File: src/rtl/reaction_measure_fsm.sv
// reaction_measure_fsm: arms the delay counter, lights the stimulus LED and times the response in BCD ms,
// flagging early presses and timeouts and keeping the best valid time since reset.
module reaction_measure_fsm #(
  parameter logic [15:0] MAX_BCD = 16'h9999
) (
  input  logic        clock,
  input  logic        reset,
  input  logic        tick_1ms,
  input  logic        start_pulse,
  input  logic        react_pulse,
  input  logic        delay_done,
  output logic        delay_clear,
  output logic        led,
  output logic [15:0] count_bcd,
  output logic [15:0] best_bcd,
  output logic        done,
  output logic        early,
  output logic        timeout
);
  typedef enum logic [2:0] {
    S_IDLE, S_ARM, S_WAIT, S_MEASURE, S_DONE, S_EARLY, S_TIMEOUT
  } state_t;

  state_t      r_state, w_next;
  logic [15:0] w_count, w_count_inc;

  function automatic logic [15:0] bcd_inc(input logic [15:0] v);
    logic c;
    c = 1'b1;
    for (int i = 0; i < 4; i++) begin
      if (c) begin
        if (v[4*i +: 4] == 4'd9) v[4*i +: 4] = 4'd0;
        else begin
          v[4*i +: 4] = v[4*i +: 4] + 4'd1;
          c = 1'b0;
        end
      end
    end
    return v;
  endfunction

  assign w_count_inc = bcd_inc(count_bcd);

  always_comb begin
    w_next  = r_state;
    w_count = count_bcd;
    case (r_state)
      S_IDLE:    w_next = start_pulse ? S_ARM : S_IDLE;
      S_ARM: begin
        w_next  = S_WAIT;
        w_count = 16'h0000;
      end
      S_WAIT:    w_next = react_pulse ? S_EARLY : (delay_done ? S_MEASURE : S_WAIT);
      S_MEASURE: begin
        // a response in the same cycle as a tick wins; the tick is dropped
        if (react_pulse) w_next = S_DONE;
        else if (tick_1ms) begin
          if (count_bcd == MAX_BCD) w_next = S_TIMEOUT;
          else w_count = w_count_inc;
        end
      end
      S_DONE:    w_next = start_pulse ? S_ARM : S_DONE;
      S_EARLY: begin
        w_next  = start_pulse ? S_ARM : S_EARLY;
        w_count = 16'h0000;
      end
      S_TIMEOUT: begin
        w_next  = start_pulse ? S_ARM : S_TIMEOUT;
        w_count = MAX_BCD;
      end
      default:   w_next = S_IDLE;
    endcase
  end

  always_ff @(posedge clock or posedge reset) begin
    if (reset) begin
      r_state     <= S_IDLE;
      delay_clear <= 1'b1;
      led         <= 1'b0;
      count_bcd   <= 16'h0000;
      best_bcd    <= MAX_BCD;
      done        <= 1'b0;
      early       <= 1'b0;
      timeout     <= 1'b0;
    end else begin
      r_state     <= w_next;
      count_bcd   <= w_count;
      delay_clear <= w_next != S_WAIT;
      led         <= w_next == S_MEASURE;
      done        <= w_next == S_DONE && r_state != S_DONE;
      early       <= w_next == S_EARLY;
      timeout     <= w_next == S_TIMEOUT;
      // BCD digits order the same as binary, so a plain unsigned compare suffices
      if (r_state == S_MEASURE && w_next == S_DONE && count_bcd < best_bcd) best_bcd <= count_bcd;
    end
  end
endmodule
File: config.mk
export PLATFORM = sky130hd
export DESIGN_NAME = reaction_measure_fsm
export DESIGN_NICKNAME = d
export VERILOG_FILES = /design/src/rtl/reaction_measure_fsm.sv
export SDC_FILE = /design/constraint.sdc
export NUM_CORES = 1
export LEC_CHECK = 0
export CAP_MARGIN = 15
export CELL_PAD_IN_SITES_DETAIL_PLACEMENT = 0
export CELL_PAD_IN_SITES_GLOBAL_PLACEMENT = 1
export CORE_UTILIZATION = 45
export CTS_CLUSTER_DIAMETER = 30
export DETAILED_ROUTE_END_ITERATION = 8
export PLACE_DENSITY = 0.92
export REMOVE_ABC_BUFFERS = 1
export SYNTH_ARGS = -nofsm -noshare
export SYNTH_HDL_FRONTEND = slang
export SYNTH_SLANG_ARGS = --single-unit
File: constraint.sdc
create_clock -name clock -period 6.1 [get_ports clock]
set_input_delay 1.22 -clock clock [delete_from_list [all_inputs] [get_ports clock]]
set_output_delay 1.22 -clock clock [all_outputs]
set_load 0.03 [all_outputs]
; Word-level counts from Yosys, hierarchy flattened
; Cells that the tools add are included.
[totals]
out_inout_bits = 37
reg_bits = 40
[classes]
mux = 26
reduce_logical = 10
add_sub_neg = 4
n_eq_ne = 23
n_lt_le_gt_ge = 1
[ops]
columns = operator, count
row1 = 16-bit two-way mux, 3
row2 = 16-bit one-hot mux with 3 select lines, 1
row3 = 4-bit two-way mux, 7
row4 = 3-bit two-way mux, 7
row5 = 3-bit one-hot mux with 7 select lines, 1
row6 = 3-bit == test (second input constant), 6
row7 = 4-bit by 1-bit adder with 4-bit output (second input constant), 4
row8 = 16-bit == test (second input constant), 1
row9 = 4-bit == test (second input constant), 4
row10 = 16-bit < comparator, 1
row11 = 5-bit AND reduction, 3
row12 = 2-bit != test (second input constant), 6
row13 = 3-bit by 2-bit == test with 1-bit output (second input constant), 3
row14 = 1-bit two-way mux, 7
row15 = 4-bit AND reduction, 1
row16 = 3-bit by 1-bit == test with 1-bit output (second input constant), 1
row17 = 1-bit logical AND, 3
row18 = 3-bit logical NOT, 1
row19 = 3-bit by 2-bit != test with 1-bit output (second input constant), 1
row20 = 3-bit != test (second input constant), 1
row21 = 3-bit nonzero test, 1
row22 = 2-bit OR reduction, 1

; Logic depth before layout (Yosys ltp)
; Gate-level depths: netlist of the first run.
[depth]
ltp_word = 9
mapped_depth = 8
depth_no_buf = 7

; Least setup slack after synthesis of the first run
; Ideal clock, no wire load.
[synth_path]
path_kind = input port to flip-flop
from = input react_pulse
to = register best_bcd[1]
arrival_ps = 2282
path_slack_ps = 3693
setup_time_ps = 125
t_required_ps = 5975
path_stages = 6
path_cell_list = nor2_2 > o21ai_0 > o21a_2 > o2111ai_4 > buf_6 > mux2_4
[synth_between]
elab_chain_len = 5
elab_cells_between_ends = 6
classes_between = eq/ne (1) / mux (3) / reduce/logical (2)
[synth_rtl]
columns = element, line_no
row1 = from (decl), 10  ; input logic react_pulse,
row2 = "3-bit two-way mux, on equally long branches", "56, 53"
row3 = 3-bit one-hot mux with 7 select lines (*), 47  ; case (r_state)
row4 = 3-bit == test (*), 94  ; if (r_state == S_MEASURE && w_next == S_DONE && count_bcd < best_bcd) best_bcd <= count_bcd;
row5 = 1-bit logical AND (*) (2 in a row), 94
row6 = to (signal assigned), 94
row7 = to (decl), 15  ; output logic [15:0] best_bcd,
; Mark *: on every way between the ends. The rest lies on a longest branch, timed or not.
; A chain may end at the register's enable or synchronous reset.

; Worst setup path after layout of the first run
[layout_path]
from = input react_pulse
to = register count_bcd[8]
[layout_between]
elab_chain_len = 2
[layout_rtl]
columns = element, line_no
row1 = 2-bit != test (no source line), -
row2 = 5-bit AND reduction (no source line), -
row3 = to (signal assigned), 87  ; count_bcd <= w_count;
row4 = to (decl), 14  ; output logic [15:0] count_bcd,
; No other way between the ends.

==> flow_summary_export.csv, run 1 <==
group,metric,value,unit
placed_design,routabilityCongestion,0.850,
clocking,path_clk_slew,0.08,ns
clocking,cts.repair.resized,0,
timing,worst_pin_slew,0.711,ns
routing,met2_length,2.27,mm
synth,async_flop_share,100,%
final_layout,layout.nets,303,
power_and_ir_drop,p_comb_share,60.1,%
worst_setup_path,cpPeakStageDelay,0.52,ns
grt,grt_pass1_wl,8.58,mm
worst_setup_path,critPathBufInv,1,
placed_design,place_inst,339,
die,fp.dieArea,5830,µm²
synth,synthTopCellsByArea,"dfrtp_1, ha_1, dfstp_2, inv_1, mux2_4",
timing,finClkSkew,0.00616,ns
final_layout,seq_area,1010,µm²
final_layout,multi_input_area,1320,µm²
worst_setup_path,cp_max_fo,12,
power_and_ir_drop,power_density,603,nW/µm²
routing,drt_iter0_drc,58,
final_layout,drive_gt1_share,15.2,%
power_and_ir_drop,p_leak,0.00138,µW
placed_design,dp_slack,2.88,ns
synth,synthFlopType,"dfrtp_1",
routing,drtAntennaViolNets,0,
synth,synth_seq_cells,40,
power_and_ir_drop,p_seq_share,29.8,%
power_and_ir_drop,power.switching,852,µW
clocking,root_buffer,"clkbuf_8",
synth,synth.top_cell.area_share,31.2,%
grt,overflow,0,
die,core,5200,µm²
worst_setup_path,path_cells,"clkdlybuf4s50_1 -> nor2_2 -> a311oi_4 -> a311o_1 -> nor2_1 -> mux2_1",
synth,synth_compound_area_share,17.9,%
worst_setup_path,cp_top_family,"compound AO/OA/AOI/OAI gates",
grt,grt_max_degree,41,
synth,synthMuxAreaShare,8.80,%
run,cap_violations,0,
routing,route.met3.wl,201,µm
clocking,htreeDepth,2,
clocking,cts_buffers,5,
clocking,cts.path.max_buffers,2,
routing,viasPerCell,5.37,
clocking,cts_hold_buf,0,
timing,setup_ws,3.16,ns
routing,vias,1857,
grt,track_usage,18.3,%
synth,synth-adder-area-share,10.6,%
synth,yosysMostFrequentCell,"dfrtp_1",
die,start_util,47.8,%
grt,grt_pass1_vias,1829,
worst_setup_path,critical-path-slowest-cell,"clkdlybuf4s50_1",
routing,wirelength,4.83,mm
power_and_ir_drop,clkPwrFrac,10.1,%
timing,rsz0062_at_grt,"false",
timing,fmax,340,MHz
timing,relSlewSlack,52.6,%
timing,setup_violations,0,
die,die_h,76.4,µm
clocking,cts_sinks,40,
timing,final.setup.tns,0,ns
timing,drv_slew,0,
routing,dr.pass1.iters,4,
placed_design,hpwl,3.58,mm
worst_setup_path,startpoint_type,"input port",
clocking,post_cts.repair.setup_buffers,0,
synth,synthSimpleGateAreaFrac,15.2,%
synth,synthXorXnorAreaFrac,0.704,%
placed_design,portBuffers,42,
synth,synth_common_cells,"dfrtp_1, inv_1, ha_1",
worst_setup_path,arrival,3.11,ns
final_layout,antenna_cells,0,
clocking,tritoncts,"done",
final_layout,area_growth,22.1,%
die,die_w,76.4,µm
synth,netlist_area,2490,µm²
synth,synth_edf_count,0,
timing,hold_viol_final,0,
worst_setup_path,path_class,"input port to register",
timing,fin_crit_sh,48.2,%
synth,synth_top_family_by_area,"compound AO/OA/AOI/OAI gates",
synth,synthesis.instances,233,
final_layout,fill_cells,464,
clocking,clock_latency,0.29,ns
synth,yosysSeqAreaShare,40.7,%
routing,drc_errors,0,
power_and_ir_drop,power.internal,981,µW
die,fp-row-count,26,
synth,synth_area_leader_cell,"dfrtp_1",
die,boundaryPins,43,
routing,topRoutingLayerUsed,"met4",
worst_hold_path,hold_path_class,"register to register",
routing,met1_length,2.29,mm
power_and_ir_drop,vdd_drop_max,0.326,mV
synth,syn_avg_cell_area,10.7,µm²
status,status,"completed",
final_layout,layout.cells.non_filler,346,
power_and_ir_drop,swShare,46.5,%
worst_setup_path,worstPathRequired,6.27,ns
worst_setup_path,end_kind,"register",
power_and_ir_drop,power,1830,µW
grt,antenna_found_initial,0,
routing,wl_per_cell,14.0,µm
synth,synth_cell_type_count,57,
synth,yosys_warnings,0,
timing,period_minus_slack,2.94,ns
## worst reg2reg max path: stages (launching register included)
cell and delay, ns:
dfstp_2 0.54, inv_1 0.04, ha_1 0.30, nand4_1 0.13, nor2_1 0.25, nand3_1 0.19, o2111ai_4 0.62, mux2_2 0.41
## cell usage in the layout, fill, tap and decap left out, types with 7 or more instances in the layout
cell type / netlist / routed
a21oi_1: 9 / 9
clkbuf_8: 0 / 7
clkdlybuf4s50_1: 0 / 42
dfrtp_1: 31 / 31
dfstp_2: 9 / 9
ha_1: 21 / 21
inv_1: 24 / 24
nand2_1: 15 / 15
nor2_1: 12 / 12
o21ai_0: 12 / 12
## metrics by stage
| step | util (%) | hold WS [ns] | instance area (µm²) |
|---|---|---|---|
| floorplan | - | 0.552 | 2430 |
| global placement | 56.5 | 0.489 | 2940 |
| detailed placement | 56.5 | 0.495 | 2940 |
| CTS | 58.4 | 0.506 | 3040 |
| global route | 58.4 | 0.525 | 3040 |
| finish | 58.4 | 0.501 | 3040 |
## kinds of logic after synthesis
kind of cell,Yosys count
AOI/OAI and AO/OA,53
muxes,18
buffers and inverters,31
xor gates and xnor gates,2
adders and majority gates,21
and+or+nand+nor,68
DFF,40
## cell type report
cell class | count | share of cell area (%)
Sequential cell | 40 | 33.3
Clock buffer | 7 | 3.17
Inverter | 24 | 2.97
Tap cell | 70 | 2.88
Multi-Input combinational cell | 162 | 43.6
Timing Repair Buffer | 43 | 14.1
## routing by layer
metal	track usage, %	vias to the layer above
li1	-	923
met1	23.9	883
met2	30.4	44
met3	3.35	7
met4	6.35	0
met5	0	-
## sequential cells by signal (all words and copies together), names as in the netlist
name / flops
best_bcd: 16
count_bcd: 16
r_state: 3
delay_clear: 1
done: 1
early: 1
led: 1
timeout: 1
## power by group through the flow
stage	sequential (µW)	combinational, µW	clock, µW
after detailed placement	552	1110	0
after CTS	548	1110	191
after global placement	551	1090	0
final	546	1100	186
after global routing	576	1210	204
after floorplan	719	580	0
## final timing paths
check,start,to,slack (ns),depth (start not counted)
min in group asynchronous,reset,best_bcd[9],1.37,3
max,react_pulse,count_bcd[8],3.16,6
max reg2reg,best_bcd[15],best_bcd[10],3.49,7
min,best_bcd[7],best_bcd[7],0.50,2
min reg2reg,best_bcd[7],best_bcd[7],0.50,2
max in group asynchronous,reset,best_bcd[11],4.37,3
No activity file was read; power rests on OpenSTA's default activity.
==> inputs of run 2 (changes only) <==
--- a/config.mk
+++ b/config.mk
@@ -8,10 +8,10 @@
 export CAP_MARGIN = 15
 export CELL_PAD_IN_SITES_DETAIL_PLACEMENT = 0
 export CELL_PAD_IN_SITES_GLOBAL_PLACEMENT = 1
-export CORE_UTILIZATION = 45
+export CORE_UTILIZATION = 41
 export CTS_CLUSTER_DIAMETER = 30
 export DETAILED_ROUTE_END_ITERATION = 8
-export PLACE_DENSITY = 0.92
+export PLACE_DENSITY = 0.85
 export REMOVE_ABC_BUFFERS = 1
 export SYNTH_ARGS = -nofsm -noshare
 export SYNTH_HDL_FRONTEND = slang
==> constraint.sdc (replaced) <==
create_clock -name clock -period 2.9 [get_ports clock]
set_input_delay 0.58 -clock clock [delete_from_list [all_inputs] [get_ports clock]]
set_output_delay 0.58 -clock clock [all_outputs]
set_load 0.03 [all_outputs]
==> flow_summary_export.csv, run 2 (synthesized netlist as in run 1, its figures left out) <==
group,metric,value,unit
placed_design,hpwl,3.82,mm
run,cap_violations,0,
status,status,"completed",
power_and_ir_drop,power.internal,2100,µW
die,boundaryPins,43,
worst_setup_path,worstPathRequired,3.08,ns
timing,finClkSkew,0.00803,ns
grt,overflow,0,
timing,final.setup.tns,0,ns
timing,worst_pin_slew,0.724,ns
power_and_ir_drop,clkPwrFrac,9.6,%
clocking,post_cts.repair.setup_buffers,0,
timing,whs,0.512,ns
timing,fmax,386,MHz
die,die_w,79.9,µm
die,fp-row-count,28,
power_and_ir_drop,p_seq_share,28.3,%
clocking,cts.repair.resized,0,
clocking,tritoncts,"done",
die,core,5890,µm²
timing,period_minus_slack,2.59,ns
clocking,clock_latency,0.29,ns
power_and_ir_drop,power_density,1270,nW/µm²
power_and_ir_drop,vdd_drop_max,0.539,mV
timing,drv_slew,0,
routing,viasPerCell,5.30,
clocking,htreeDepth,2,
power_and_ir_drop,swShare,46.5,%
timing,hold_viol_final,0,
power_and_ir_drop,p_comb_share,62.1,%
timing,fin_crit_sh,89.4,%
grt,grtUsageMet2,29.4,%
clocking,cts_hold_buf,0,
grt,grt_util_met3,3.09,%
routing,drc_errors,0,
grt,busiest_layer,"met2",
worst_hold_path,hold_path_class,"register to register",
die,die_h,79.9,µm
final_layout,layout_common_cells,"clkdlybuf4s50_1, dfrtp_1, inv_1, ha_1, nand2_1",
grt,antenna_found_initial,0,
worst_setup_path,cp_max_fo,16,
power_and_ir_drop,p_leak,0.00141,µW
clocking,cts_buffers,5,
worst_setup_path,startpoint_type,"register",
clocking,root_buffer,"clkbuf_8",
worst_setup_path,reg2reg_depth,7,
timing,rsz0062_at_grt,"false",
grt,grt_pass1_wl,8.72,mm
final_layout,layout.nets,309,
placed_design,portBuffers,42,
grt,grt_pass1_vias,1816,
routing,drtAntennaViolNets,0,
clocking,cts.path.max_buffers,2,
routing,dr.pass1.iters,4,
grt,grtUsageMet1,23.1,%
clocking,cts_sinks,40,
worst_setup_path,arrival,2.77,ns
routing,wl_per_cell,14.4,µm
final_layout,top_regs,"best_bcd: 16 flops, count_bcd: 16 flops, r_state: 3 flops",
routing,drt_iter0_drc,96,
worst_hold_path,whs_path_depth,2,
worst_setup_path,end_kind,"register",
timing,setup_violations,0,
final_layout,area_growth,23.9,%
final_layout,antenna_cells,0,
final_layout,fill_cells,564,
final_layout,layout_commonest_cell,"clkdlybuf4s50_1",
placed_design,routabilityCongestion,0.814,
die,start_util,42.3,%
grt,track_usage,17.7,%
grt,grt_max_degree,41,
power_and_ir_drop,power.switching,1830,µW
clocking,path_clk_slew,0.07,ns
routing,vias,1897,
die,fp.dieArea,6390,µm²
routing,wirelength,5.14,mm
final_layout,drive_gt1_share,16.6,%
worst_setup_path,path_class,"register to register",
timing,relSlewSlack,51.7,%
==> run 2: layer usage <==
metal  vias up  share of wire [%]
li1        933                  -
met1       918                 48
met2        41                 48
met3         5                3.2
met4         0                1.0
met5         -                  0
==> run 2: final cells by class <==
cell class	instances	area (µm²)	area share [%]
multi-input combinational	162	1320	42.9
sequential	40	1010	32.8
timing repair buffer	49	473	15.3
tap	75	93.8	3.04
clock buffer	8	90.1	2.92
inverter	24	90.1	2.92
==> run 2: worst paths after layout <==
path | end | slack, ns | from
max in group asynchronous | best_bcd[0] | 1.81 | reset
worst min-delay path | best_bcd[7] | 0.51 | best_bcd[7]
worst max register to register | best_bcd[10] | 0.31 | best_bcd[15]
worst min register to register | best_bcd[7] | 0.51 | best_bcd[7]
min in group asynchronous | best_bcd[5] | 0.72 | reset
worst max-delay path | best_bcd[10] | 0.31 | best_bcd[15]
==> run 2: worst max-delay path: stages (launching register included) <==
cell and delay, ns:
dfstp_2 0.54, inv_1 0.04, ha_1 0.29, nand4_1 0.12, nor2_1 0.27, nand3_1 0.18
o2111ai_4 0.62, mux2_2 0.40
==> run 2: through the flow <==
| step | power (µW) | instances | area (µm²) | setup WS, ns | utilization, % |
|---|---|---|---|---|---|
| after detailed placement | 3560 | 350 | 2990 | 0.272 | 50.9 |
| after global routing | 4240 | 358 | 3080 | 0.148 | 52.4 |
| after floorplan | 2730 | 226 | 2430 | 0.464 | - |
| final | 3920 | 358 | 3080 | 0.308 | 52.4 |
| after CTS | 3950 | 358 | 3080 | 0.264 | 52.4 |
| after global placement | 3530 | 350 | 2990 | 0.364 | 50.9 |
==> run 2: power groups by stage <==
| stage | clock (µW) | sequential (µW) | combinational, µW |
|---|---|---|---|
| 6_report | 377 | 1110 | 2440 |
| 5_1_grt | 414 | 1160 | 2660 |
| 4_1_cts | 389 | 1110 | 2450 |
| 3_5_place_dp | 0 | 1120 | 2440 |
| 3_3_place_gp | 0 | 1120 | 2410 |
| 2_1_floorplan | 0 | 1510 | 1220 |
==> inputs of run 3 (changes only) <==
--- a/config.mk
+++ b/config.mk
@@ -10,6 +10,7 @@
 export CELL_PAD_IN_SITES_GLOBAL_PLACEMENT = 1
 export CORE_UTILIZATION = 41
 export CTS_CLUSTER_DIAMETER = 30
+export CTS_CLUSTER_SIZE = 16
 export DETAILED_ROUTE_END_ITERATION = 8
 export PLACE_DENSITY = 0.85
 export REMOVE_ABC_BUFFERS = 1
==> results of run 3 <==
No change in the layout: final DEF, timing and power equal those of run 2.
